--- config.mk ---
export PLATFORM = sky130hd
export DESIGN_NAME = abs_diff_stage_flat
export DESIGN_NICKNAME = d
export VERILOG_FILES = /design/src/rtl/abs_diff_stage_pkg.sv /design/src/rtl/abs_diff_stage_if.sv /design/src/rtl/abs_diff_stage_fifo.sv /design/src/rtl/abs_diff_stage.sv /design/src/flat_wrapper.sv
export SDC_FILE = /design/constraint.sdc
export NUM_CORES = 1
export LEC_CHECK = 0
export ABC_AREA = 1
export BUFFER_PORTS_ARGS = -buffer_cell sky130_fd_sc_hd__buf_4
export CORE_MARGIN = 5
export CORE_UTILIZATION = 35
export CTS_CLUSTER_DIAMETER = 50
export CTS_CLUSTER_SIZE = 30
export DETAILED_ROUTE_END_ITERATION = 10
export PLACE_DENSITY = 0.61
export SETUP_SLACK_MARGIN = 0.2
export SYNTH_ARGS = -nofsm -noshare
export SYNTH_HDL_FRONTEND = slang
export SYNTH_SLANG_ARGS = --single-unit
--- constraint.sdc ---
create_clock -name clock -period 7.75 [get_ports clock]
set_input_delay 1.55 -clock clock [delete_from_list [all_inputs] [get_ports clock]]
set_output_delay 1.55 -clock clock [all_outputs]
set_load 0.01 [all_outputs]
--- src/rtl/abs_diff_stage_pkg.sv ---
// -----------------------------------------------------------------------------
// abs_diff_stage_pkg
//   Shared edge-detection defaults: the switch-box/actor port width, the
//   pixel width and line length used by the gradient actors, and the input
//   FIFO depth. Also holds a small width helper for counters.
// -----------------------------------------------------------------------------
package abs_diff_stage_pkg;

    // Port width shared by the switch boxes and the actors
    localparam int unsigned ED_SIZE   = 32;
    // Pixel width taken from the low bits of each port word
    localparam int unsigned ED_PIX_W  = 8;
    // Pixels per image line
    localparam int unsigned ED_LINE_W = 640;
    // Default actor input FIFO depth
    localparam int unsigned ED_DEPTH  = 4;

    // Bits needed to index n positions; never less than one bit
    function automatic int unsigned width_of(input int unsigned n);
        return (n > 1) ? $clog2(n) : 1;
    endfunction

endpackage

--- src/rtl/abs_diff_stage_if.sv ---
// -----------------------------------------------------------------------------
// abs_diff_stage_if
//   One data/wr/full stream port of the edge-detection datapath.
//   master : drives data and wr, observes full
//   slave  : observes data and wr, drives full
//   Signals:
//     data  SIZE  payload word
//     wr    1     write strobe, one word per high cycle
//     full  1     receiver cannot take a word
// -----------------------------------------------------------------------------
interface abs_diff_stage_if
    import abs_diff_stage_pkg::*;
#(
    parameter int unsigned SIZE = ED_SIZE
);
    logic [SIZE-1:0] data;
    logic            wr;
    logic            full;

    modport master (output data, output wr, input full);
    modport slave  (input data, input wr, output full);
endinterface

--- src/rtl/abs_diff_stage_fifo.sv ---
// -----------------------------------------------------------------------------
// stage_fifo
//   Synchronous FIFO in front of an actor. A push while full and a pop while
//   empty are ignored. Push and pop in the same cycle both take effect.
//   Ports:
//     clock    in   rising-edge clock
//     reset    in   asynchronous active-low reset (empties the FIFO)
//     i_push   in   write request
//     i_din    in   write data, SIZE bits
//     i_pop    in   read request
//     o_dout   out  head-of-queue word (valid while o_empty is low)
//     o_full   out  count == DEPTH
//     o_empty  out  count == 0
//     o_count  out  number of stored words, log2(DEPTH)+1 bits
// -----------------------------------------------------------------------------
module stage_fifo
    import abs_diff_stage_pkg::*;
#(
    parameter int unsigned SIZE  = ED_PIX_W,
    parameter int unsigned DEPTH = ED_DEPTH
)(
    input  logic                     clock,
    input  logic                     reset,
    input  logic                     i_push,
    input  logic [SIZE-1:0]          i_din,
    input  logic                     i_pop,
    output logic [SIZE-1:0]          o_dout,
    output logic                     o_full,
    output logic                     o_empty,
    output logic [$clog2(DEPTH):0]   o_count
);

    localparam int unsigned AW = $clog2(DEPTH);

    logic [SIZE-1:0] r_mem [DEPTH];
    logic [AW-1:0]   r_wr_ptr;
    logic [AW-1:0]   r_rd_ptr;
    logic [AW:0]     r_count;

    logic            w_push;
    logic            w_pop;

    assign o_full  = (r_count == (AW+1)'(DEPTH));
    assign o_empty = (r_count == '0);
    assign o_count = r_count;
    assign o_dout  = r_mem[r_rd_ptr];

    // Full is judged on the registered count, so a pop in the same cycle
    // does not open a slot for a push until the next cycle.
    assign w_push = i_push && !o_full;
    assign w_pop  = i_pop  && !o_empty;

    // Pointers are AW bits wide and DEPTH is a power of two, so they wrap
    // modulo DEPTH naturally.
    always_ff @(posedge clock or negedge reset) begin
        if (!reset) begin
            r_wr_ptr <= '0;
            r_rd_ptr <= '0;
            r_count  <= '0;
        end else begin
            if (w_push) begin
                r_wr_ptr <= r_wr_ptr + 1'b1;
            end
            if (w_pop) begin
                r_rd_ptr <= r_rd_ptr + 1'b1;
            end
            case ({w_push, w_pop})
                2'b10:   r_count <= r_count + 1'b1;
                2'b01:   r_count <= r_count - 1'b1;
                default: r_count <= r_count;
            endcase
        end
    end

    // Storage needs no reset: the empty count keeps stale words unreachable.
    always_ff @(posedge clock) begin
        if (w_push) begin
            r_mem[r_wr_ptr] <= i_din;
        end
    end

endmodule

--- src/rtl/abs_diff_stage.sv ---
// -----------------------------------------------------------------------------
// abs_diff_stage
//   Horizontal gradient actor: for each pixel of a line it emits the absolute
//   difference to its left neighbour; the first pixel of each line emits 0.
//   Input words are buffered in a small FIFO so upstream writes are absorbed
//   while the downstream port is full.
//   Ports:
//     clock   in      rising-edge clock
//     reset   in      asynchronous active-low reset
//     in1     slave   upstream stream: data (low PIX_W bits used), wr, full
//     out1    master  downstream stream: data (zero-extended result), wr, full
// -----------------------------------------------------------------------------
module abs_diff_stage
    import abs_diff_stage_pkg::*;
#(
    parameter int unsigned SIZE   = ED_SIZE,
    parameter int unsigned PIX_W  = ED_PIX_W,
    parameter int unsigned LINE_W = ED_LINE_W,
    parameter int unsigned DEPTH  = ED_DEPTH
)(
    input  logic              clock,
    input  logic              reset,
    abs_diff_stage_if.slave   in1,
    abs_diff_stage_if.master  out1
);

    localparam int unsigned      COL_W    = width_of(LINE_W);
    localparam int unsigned      CNT_W    = $clog2(DEPTH) + 1;
    localparam logic [COL_W-1:0] COL_LAST = COL_W'(LINE_W - 1);

    logic [PIX_W-1:0] w_pix;
    logic             w_fifo_full;
    logic             w_fifo_empty;
    logic [CNT_W-1:0] w_fifo_count;
    logic             w_pop;
    logic [PIX_W:0]   w_diff;
    logic [PIX_W:0]   w_diff_neg;
    logic [PIX_W-1:0] w_mag;
    logic [PIX_W-1:0] w_result;

    logic [COL_W-1:0] r_col;
    logic [PIX_W-1:0] r_prev;
    logic [PIX_W-1:0] r_out_pix;
    logic             r_out_wr;

    stage_fifo #(
        .SIZE  (PIX_W),
        .DEPTH (DEPTH)
    ) u_fifo (
        .clock   (clock),
        .reset   (reset),
        .i_push  (in1.wr),
        .i_din   (in1.data[PIX_W-1:0]),
        .i_pop   (w_pop),
        .o_dout  (w_pix),
        .o_full  (w_fifo_full),
        .o_empty (w_fifo_empty),
        .o_count (w_fifo_count)
    );

    // Upper input bits carry no pixel information.
    if (PIX_W < SIZE) begin : g_in_hi
        logic w_unused_hi;
        assign w_unused_hi = ^in1.data[SIZE-1:PIX_W];
    end

    logic w_unused_cnt;
    assign w_unused_cnt = ^w_fifo_count;

    assign in1.full  = w_fifo_full;
    assign out1.wr   = r_out_wr;
    assign out1.data = SIZE'(r_out_pix);

    // out1.full only gates the pop; a word already in r_out_wr still goes out.
    assign w_pop = !w_fifo_empty && !out1.full;

    // Signed difference in PIX_W+1 bits, then magnitude; fits PIX_W bits.
    always_comb begin
        w_diff     = {1'b0, w_pix} - {1'b0, r_prev};
        w_diff_neg = '0 - w_diff;
        w_mag      = w_diff[PIX_W] ? w_diff_neg[PIX_W-1:0] : w_diff[PIX_W-1:0];
        w_result   = (r_col == '0) ? '0 : w_mag;
    end

    always_ff @(posedge clock or negedge reset) begin
        if (!reset) begin
            r_col     <= '0;
            r_prev    <= '0;
            r_out_pix <= '0;
            r_out_wr  <= 1'b0;
        end else begin
            r_out_wr <= w_pop;
            if (w_pop) begin
                r_out_pix <= w_result;
                r_prev    <= w_pix;
                r_col     <= (r_col == COL_LAST) ? '0 : r_col + 1'b1;
            end
        end
    end

endmodule
--- src/flat_wrapper.sv ---
// flat-port wrapper written by rule: the top's interface ports become plain ports
module abs_diff_stage_flat import abs_diff_stage_pkg::*;
#(
    parameter int unsigned SIZE   = ED_SIZE,
    parameter int unsigned PIX_W  = ED_PIX_W,
    parameter int unsigned LINE_W = ED_LINE_W,
    parameter int unsigned DEPTH  = ED_DEPTH
)
  (clock, reset, in1_data, in1_wr, in1_full, out1_data, out1_wr, out1_full);
  abs_diff_stage_if #(.SIZE(SIZE)) in1_i ();
  abs_diff_stage_if #(.SIZE(SIZE)) out1_i ();
  input  logic clock;
  input  logic reset;
  input wire logic [$bits(in1_i.data)-1:0] in1_data;
  input wire logic [$bits(in1_i.wr)-1:0] in1_wr;
  output wire logic [$bits(in1_i.full)-1:0] in1_full;
  output wire logic [$bits(out1_i.data)-1:0] out1_data;
  output wire logic [$bits(out1_i.wr)-1:0] out1_wr;
  input wire logic [$bits(out1_i.full)-1:0] out1_full;
  assign in1_i.data = in1_data;
  assign in1_i.wr = in1_wr;
  assign in1_full = in1_i.full;
  assign out1_data = out1_i.data;
  assign out1_wr = out1_i.wr;
  assign out1_i.full = out1_full;
  abs_diff_stage #(.SIZE(SIZE), .PIX_W(PIX_W), .LINE_W(LINE_W), .DEPTH(DEPTH)) u_core (.clock(clock), .reset(reset), .in1(in1_i), .out1(out1_i));
endmodule
==> results.yml <==
clock_network:
  clk_pin_slew_ps: 80
  cts_setup_buffers: 0
  ctsHoldBuffers: 0
  h-tree-depth: 3
  root_buffer: "clkbuf_8"
  cts_tree: "built"
  clock_sinks: 66
  ctsResizeCount: 0
  cts_buffers: 9
  insertion_delay_ps: 340
  clk_path_buf_depth: 2
synthesis:
  synthCells: 389
  synth_mux_area_frac: 0
  synth_seq_cells: 66
  syn-mean-instance-area_um2: 9.32
  yosysUniqueCellTypes: 38
  ys_warn_count: 0
  post_synth_xor_area_fraction: 0.0193
  netlist_area_um2: 3630
  synthSimpleGateAreaFrac: 0.200
  synth_compound_area_frac: 0.0938
  synthAdderAreaFrac: 0.0662
  synth_top_family_by_area: "simple AND/OR/NAND/NOR gates"
  ys_seq_area_frac: 0.499
setup_path:
  crit_slowest_cell: "inv_1"
  critPathBufInv: 4
  max_stage_delay_ps: 580
  cp_max_fo: 24
  r2r_setup_slack_ps: 4550
  endpoint: "u_core.u_fifo.o_count[2]"
  path_common_cell: "inv_1"
  startpoint_type: "primary input"
  path_class: "primary input to register"
  worstPathCellList: "buf_4 > inv_1 > nand2_2 > inv_1 > ha_1 > inv_1 > fa_1 > a21oi_1 > o21ai_0 > xor2_1"
  cp.arrival_ps: 3630
  reg2reg_from: "u_core.u_fifo.r_rd_ptr[0]"
  r2r_cells: 15
  path_depth: 10
  rr_endpoint: "u_core.r_out_pix[6]"
  end_kind: "register"
  worstPathRequired_ps: 7970
  worst_path_dominant_cell_family: "buffers and inverters"
  startpoint: "out1_full"
grt:
  antenna_found_initial: 0
  grt_busiest_layer: "met2"
  gr-total-overflow: 0
  grt_max_degree: 35
  use_met1: 0.130
  grt_pass1_vias: 2433
  use_met2: 0.178
  grt_pass1_wl_um: 10900
  track_usage: 0.107
  use_met3: 0.0326
floorplanning:
  core_region_area_um2: 10200
  initial_utilization: 0.355
  die_w_um: 112
  ios: 70
  die_y_um: 112
  rows: 37
  fp.dieArea_um2: 12500
power_and_ir_drop:
  intPower_uw: 1090
  switching_share: 0.464
  power_density_nw_per_um2: 503
  power_uw: 2030
  ir_drop_mv: 0.226
  combPwrFrac: 0.563
  switchingPower_uw: 943
  p_leak_uw: 0.00183
  clock_power_share: 0.157
  power_frac_seq: 0.280
cells_and_area:
  area_delta_synth_final_pct: 11.5
  final_common_cell: "nand2_1"
  fillerInstances: 1033
  layout-drive-gt1-share: 0.153
  antenna_cells: 0
  layout.nets: 467
  layout_common_cells: "nand2_1 (64), inv_1 (54), dfrtp_1 (34), nor2_1 (33), edfxtp_1 (32)"
drt:
  wirelength_um: 6490
  ant_nets: 0
  route.detailed.drc: 0
  vias_per_cell: 4.44
  drt_iter0_drc: 53
  detail_route.wl_per_cell_um: 11.7
  firstDrtPassIters: 4
  vias: 2459
sta:
  setup_violations: 0
  finalHoldViolCount: 0
  slew_headroom: 0.462
  post-route-period-util: 0.440
  fin_crit_ps: 3410
  worst_slew_pin_slew_ps: 805
  setup_tns_ps: 0
  max_freq_mhz: 293
  skew_ps: 10.1
  timing.final.max_slew_violations: 0
  rsz0062_at_grt: "false"
  hold_slack_ps: 483
min_path:
  hold_path_class: "register to register"
flow_run:
  cap_violations: 0
place:
  port_buffers: 21
  gp_congestion: 0.791
  dp_hpwl_um: 4690
run_status:
  status: "completed"
-- cells by family (layout without fill, tap and decap cells) --
logic type	after synthesis	after routing
XOR/XNOR	8	8
adder cells (fa/ha/maj)	18	18
flip-flops	66	66
AND/OR/NAND/NOR	147	147
other	1	24
AO/OA/AOI/OAI	60	60
buffers and inverters	89	95
-- flip-flops by register name, summed over array words and instances (netlist names) --
name                    count
u_core.r_prev               8
u_core.r_out_pix            8
u_core.u_fifo.r_rd_ptr      2
u_core.r_col               10
u_core.u_fifo.r_wr_ptr      2
u_core.u_fifo.o_count       3
u_core.out1.wr              1
u_core.u_fifo.r_mem        32
-- power by group through the flow --
stage	sequential, µW	clock (µW)	combinational [µW]
3_3_place_gp	571	0	1120
4_1_cts	570	330	1160
2_1_floorplan	556	0	937
6_report	569	319	1140
3_5_place_dp	577	0	1150
5_1_grt	584	342	1320
-- layer usage --
layer | up-vias | routed length, µm
met5 | - | 0
met4 | 0 | 73
met3 | 7 | 336
met2 | 54 | 2960
met1 | 1115 | 3120
li1 | 1283 | -
-- layout make-up --
class                   count  area, µm²  area share
clock inverters             6       90.1      0.0223
flip-flops and latches     66       1810       0.448
inverters                  58        220      0.0545
repair buffers             21        158      0.0390
multi-input cells         257       1470       0.362
well taps                 136        170      0.0421
clock buffers              10        128      0.0316
-- synthesized netlist by cell type --
cell | number | area, µm²
nand2_4 | 1 | 11.3
nand3_1 | 16 | 80.1
nor3_2 | 2 | 20.0
inv_4 | 1 | 6.26
buf_2 | 5 | 25.0
nor2_1 | 33 | 124
o21ai_1 | 4 | 20.0
ha_1 | 16 | 200
nor3_4 | 1 | 16.3
o21a_1 | 1 | 7.51
nor4_1 | 2 | 12.5
fa_1 | 2 | 40.0
nand4_1 | 5 | 31.3
clkinv_1 | 1 | 3.75
buf_4 | 25 | 188
nand4_2 | 1 | 12.5
a32o_1 | 1 | 10.0
edfxtp_1 | 32 | 961
xnor2_1 | 1 | 8.76
conb_1 | 1 | 3.75
inv_2 | 2 | 7.51
nor2_4 | 2 | 22.5
nor3_1 | 4 | 20.0
a31oi_1 | 1 | 6.26
dfrtp_1 | 34 | 851
clkbuf_1 | 1 | 3.75
o22ai_1 | 9 | 56.3
nor4_4 | 1 | 21.3
nand3_2 | 5 | 50.1
nand2_1 | 64 | 240
a31oi_4 | 1 | 21.3
a21oi_1 | 11 | 55.1
inv_1 | 54 | 203
nand2_2 | 6 | 37.5
nor2_2 | 4 | 25.0
a21oi_2 | 1 | 8.76
o21ai_0 | 31 | 155
xor2_1 | 7 | 61.3
-- worst register-to-register path: stages, from the launching register on --
cell     delay [ps]
dfrtp_1         570
inv_1           460
nand2_1         130
a32o_1          260
ha_1            190
inv_1           110
fa_1            450
inv_1            90
ha_1            180
inv_1            50
nor2_1          120
nand3_2         120
nor2_2          110
nand2_2          70
a21oi_1         120
o21ai_1          80
-- worst min-delay path by stage --
stage,startpoint,end,cells past startpoint
floorplan,u_core.r_prev[0],u_core.r_prev[0],2
global placement,u_core.r_out_pix[3],u_core.r_out_pix[3],2
detailed placement,u_core.r_out_pix[7],u_core.r_out_pix[7],2
CTS,u_core.r_out_pix[7],u_core.r_out_pix[7],2
global route,u_core.r_out_pix[7],u_core.r_out_pix[7],2
finish,u_core.r_out_pix[5],u_core.r_out_pix[5],2
-- through the flow --
stage          utilization  std cells  area (µm²)  worst slack [ps]
3_5_place_dp         0.374        538        3820              3940
4_1_cts              0.395        554        4040              4320
5_1_grt              0.395        554        4040              4130
6_report             0.395        554        4040              4340
2_1_floorplan            -        412        3710              4680
3_3_place_gp         0.374        538        3820              4010
No activity file was read; power rests on OpenSTA's default activity.
